`src/rtl/vga_frame_loader.sv`:
```
// vga_frame_loader: streams one frame of 8-bit pixels from a granted source
// memory to a VGA driver, converting to 12-bit {R4,G4,B4} on the way.
module vga_frame_loader #(
  parameter int NUM_PIX = 131072,
  parameter int ADDR_W  = 17
) (
  input  logic              clk,
  input  logic              rst,
  input  logic              go,
  input  logic              mode,
  input  logic              abort,
  input  logic              mem_gnt,
  output logic              rd_en,
  output logic [ADDR_W-1:0] rd_addr,
  input  logic [7:0]        rd_data,
  output logic              start,
  output logic              we,
  output logic [11:0]       wdata,
  output logic              done,
  output logic              busy
);

  typedef enum logic [2:0] {IDLE, START, RUN, DRAIN, DONE} state_t;

  localparam logic [ADDR_W-1:0] LAST = ADDR_W'(NUM_PIX - 1);

  state_t            state, nxt;
  logic [ADDR_W-1:0] cnt;
  logic              mode_q;
  logic              last_rd;

  // Reads only happen in RUN, and only when the memory grants this cycle.
  assign rd_en   = (state == RUN) && mem_gnt;
  assign rd_addr = cnt;
  assign start   = (state == START);
  assign done    = (state == DONE);
  assign busy    = (state != IDLE);
  assign last_rd = rd_en && (cnt == LAST);

  // Next-state logic; abort only matters while a transfer is in flight.
  always_comb begin
    nxt = state;
    unique case (state)
      IDLE:    if (go) nxt = START;
      START:   nxt = abort ? IDLE : RUN;
      RUN:     if (abort) nxt = IDLE;
               else if (last_rd) nxt = DRAIN;
      DRAIN:   nxt = abort ? IDLE : DONE;
      DONE:    nxt = IDLE;
      default: nxt = IDLE;
    endcase
  end

  // State register.
  always_ff @(posedge clk) begin
    if (rst) state <= IDLE;
    else     state <= nxt;
  end

  // Read counter: advances per issued read, cleared outside RUN or on abort,
  // so it never passes NUM_PIX-1 and every frame starts from address 0.
  always_ff @(posedge clk) begin
    if (rst || abort || state != RUN) cnt <= '0;
    else if (rd_en)                   cnt <= (cnt == LAST) ? '0 : cnt + 1'b1;
  end

  // Pixel format is captured only when a frame request is accepted.
  always_ff @(posedge clk) begin
    if (rst)                      mode_q <= 1'b0;
    else if (state == IDLE && go) mode_q <= mode;
  end

  // Write strobe trails the read by one cycle, lining up with rd_data;
  // an aborted read never produces a write.
  always_ff @(posedge clk) begin
    if (rst) we <= 1'b0;
    else     we <= rd_en && !abort;
  end

  // Pixel conversion; held at zero whenever no write is presented.
  always_comb begin
    wdata = '0;
    if (we) begin
      if (mode_q)
        wdata = {rd_data[7:5], rd_data[7], rd_data[4:2], rd_data[4],
                 rd_data[1:0], rd_data[1:0]};
      else
        wdata = {rd_data[7:4], rd_data[7:4], rd_data[7:4]};
    end
  end

endmodule

```
`config.mk`:
```
export PLATFORM = sky130hd
export DESIGN_NAME = vga_frame_loader
export DESIGN_NICKNAME = d
export VERILOG_FILES = /design/src/rtl/vga_frame_loader.sv
export SDC_FILE = /design/constraint.sdc
export NUM_CORES = 1
export LEC_CHECK = 0
export BUFFER_PORTS_ARGS = -buffer_cell sky130_fd_sc_hd__buf_4
export CAP_MARGIN = 10
export CORE_MARGIN = 2
export CORE_UTILIZATION = 42
export DETAILED_ROUTE_END_ITERATION = 16
export MAX_ROUTING_LAYER = met4
export PLACE_DENSITY = 0.72
export SYNTH_ARGS = -nofsm -noshare
export SYNTH_HDL_FRONTEND = slang
export SYNTH_SLANG_ARGS = --single-unit
```
`constraint.sdc`:
```
create_clock -name clk -period 1.6 [get_ports clk]
set_input_delay 0.24 -clock clk [delete_from_list [all_inputs] [get_ports clk]]
set_output_delay 0.24 -clock clk [all_outputs]
set_load 0.02 [all_outputs]
```
==> out/results.ini <==
[synthesis]
avgSynthCellArea_um2 = 8.16
synth_seq_cells = 22
yosysMostFrequentCell = dfxtp_1
ys_warn_count = 0
synthTopCellsByArea = dfxtp_1 (39%), xnor2_1 (6.2%), nand2_1 (5.3%)
async_flop_share = 0
synthTopCellsByCount = dfxtp_1 (22), nand2_1 (16), nor2_1 (14), xnor2_1 (8)
netlist_instances = 139
synth-edff-count = 0
synth_top_area_share = 0.388
synthFlopType = dfxtp_1
synth_seq_area_share = 0.388
synth_cell_types = 30
synth_top_area_cell = dfxtp_1
synth_nets = 155
mappedNetlistArea_um2 = 1130

[hold_path]
min_to = state[0]
worstHoldStart = rst
min_path_cells = 2
hold_class = input port to register

[detailed_routing]
detail-route-antenna-nets = 0
avgViaCountPerCell = 5.32
drtIter0Drc = 50
route.detailed.drc = 0
wire_per_inst_um = 14.4
dr.pass1.iters = 4
routed_wl_um = 3670
vias = 1351

[layout]
antenna_cells = 0
drive_gt1_frac = 0.612
n_fill_cell = 159
synthToLayoutAreaGrowth_pct = 87.5
fin_nets = 241

[flow_run]
maxCapViolCount = 0

[floorplan]
die_x_um = 56.0
start_util = 0.450
dieArea_um2 = 3130
die-height_um = 56.0
num_rows = 18
io_pins = 48
core_region_area_um2 = 2520

[power]
powerDensity_nw_per_um2 = 481
p_leak_nw = 0.898
total_power_mw = 1.02
ir_drop_uv = 528

[worst_setup_path]
cp-end-kind = register
crit_fanout = 4
crit_required_ps = 1860
ff2ff_path_depth = 4
path_class = register to register
crit_slowest_cell = or4_4
worstPathArrival_ps = 2010
rrSetupSlack_ps = -150
path_cells = nand4_1 -> or4_4 -> or3_4 -> a21oi_2
regToRegStartpoint = rd_addr[10]
slowest_delay_ps = 640
r2r_end = rd_addr[15]
start_kind = register

[timing]
rsz0062_at_grt = yes
period_share = 1.10
setup_viol = 15
worst_slack_ps = -153
hold_viol = 0
fmaxAchievable_mhz = 571
fin_crit_ps = 1750
finClkSkew_ps = 7.49
worst_slew_pin_slew_ps = 370
slew_headroom = 0.751
drv_slew = 0

[clock_network]
clkTransAtPathRegs_ps = 130
tritoncts = built
clk_path_buf_depth = 2
clockRootBuffer = clkbuf_4
numCtsBuffers = 3
clock_latency_ps = 320
cts_max_level = 1
ctsHoldBuffers = 0
cts.sinks = 22

[global_routing]
grt_pass1_wl_um = 5410
grt_max_degree = 17
grt_pass1_vias = 1215
grtUsageTotal = 0.221
grt_antenna_before_repair = 0
grt_overflow = 0

[placed_design]
port_buffers = 47
place_congestion = 0.858
pre_cts_slack_ps = -151
dp_hpwl_um = 2430

[outcome]
violations = negative setup slack
status = finished with violations

==> worst max-delay path, delay by kind of cell (launching register included) <==
family / cells / cell delay [ps]
compound gates: 1 / 120
simple gates: 3 / 1220
flops: 1 / 350
==> worst max-delay path by stage <==
stage | endpoint | startpoint | cells after the start | slack, ps
6_report | rd_addr[15] | rd_addr[10] | 4 | -150
5_1_grt | state[0] | rd_addr[10] | 5 | -220
4_1_cts | state[0] | rd_addr[0] | 6 | -70
3_5_place_dp | state[0] | rd_addr[0] | 6 | -150
3_3_place_gp | state[0] | rd_addr[0] | 6 | -100
2_1_floorplan | state[0] | rd_addr[12] | 6 | -60
==> cell usage in the layout (no fill, tap or decap), types with 6 or more instances in the layout <==
cell type / count
a21boi_0: 6
dfxtp_1: 6
nor2_1: 7
buf_4: 77
dfxtp_2: 9
nand2_1: 15
nor3_1: 6
dfxtp_4: 7
xnor2_1: 7
nand2b_1: 7
==> flip-flops by register name, indices dropped and copies added (netlist names) <==
signal / cells
mode_q: 1
rd_addr: 17
state: 3
we: 1
==> stage by stage <==
| stage | setup TNS (ps) | util | instances | cell area [um^2] | hold slack (ps) |
|---|---|---|---|---|---|
| 6_report | -987 | 0.844 | 254 | 2130 | 79.8 |
| 4_1_cts | -195 | 0.775 | 252 | 1960 | 74.3 |
| 5_1_grt | -2370 | 0.844 | 254 | 2130 | 71.8 |
| 3_5_place_dp | -1100 | 0.715 | 243 | 1800 | 422 |
| 3_3_place_gp | -775 | 0.715 | 243 | 1800 | 418 |
| 2_1_floorplan | -658 | - | 139 | 1190 | 312 |
==> logic make-up after synthesis <==
group                      share of synthesized area
AOI/OAI and AO/OA                              0.121
xor gates and xnor gates                      0.0695
adders and majority gates                     0.0220
buffers and inverters                         0.0309
DFF                                            0.388
muxes                                         0.0287
and+or+nand+nor                                0.340
==> area by class of cell <==
cell class,instances,area [um^2],share of cell area
Sequential cell,22,478,0.225
Tap cell,30,37.5,0.0176
Timing Repair Buffer,85,699,0.329
Inverter,5,18.8,0.00882
Multi-Input combinational cell,108,847,0.398
Clock buffer,4,47.5,0.0223
==> what timing repair did <==
item,CTS,global route
setup endpoints to repair,17,23
cloned,0,1
buffers inserted,5,2
pin swaps,5,17
gates resized for setup,14,32
==> where the power goes <==
part	switching [mW]	internal (mW)	total, mW
clock	0.183	0.191	0.374
combinational	0.0450	0.0579	0.103
sequential	0.00621	0.540	0.546
total	0.234	0.789	1.02
==> metal layers <==
| metal | part of all wire | vias to the layer above | track usage |
|---|---|---|---|
| met5 | 0 | - | - |
| met4 | 0.016 | 0 | 0.0680 |
| met3 | 0.046 | 7 | 0.0395 |
| met2 | 0.52 | 38 | 0.383 |
| met1 | 0.42 | 647 | 0.260 |
| li1 | - | 659 | - |
(Power assumes the default switching activity.)
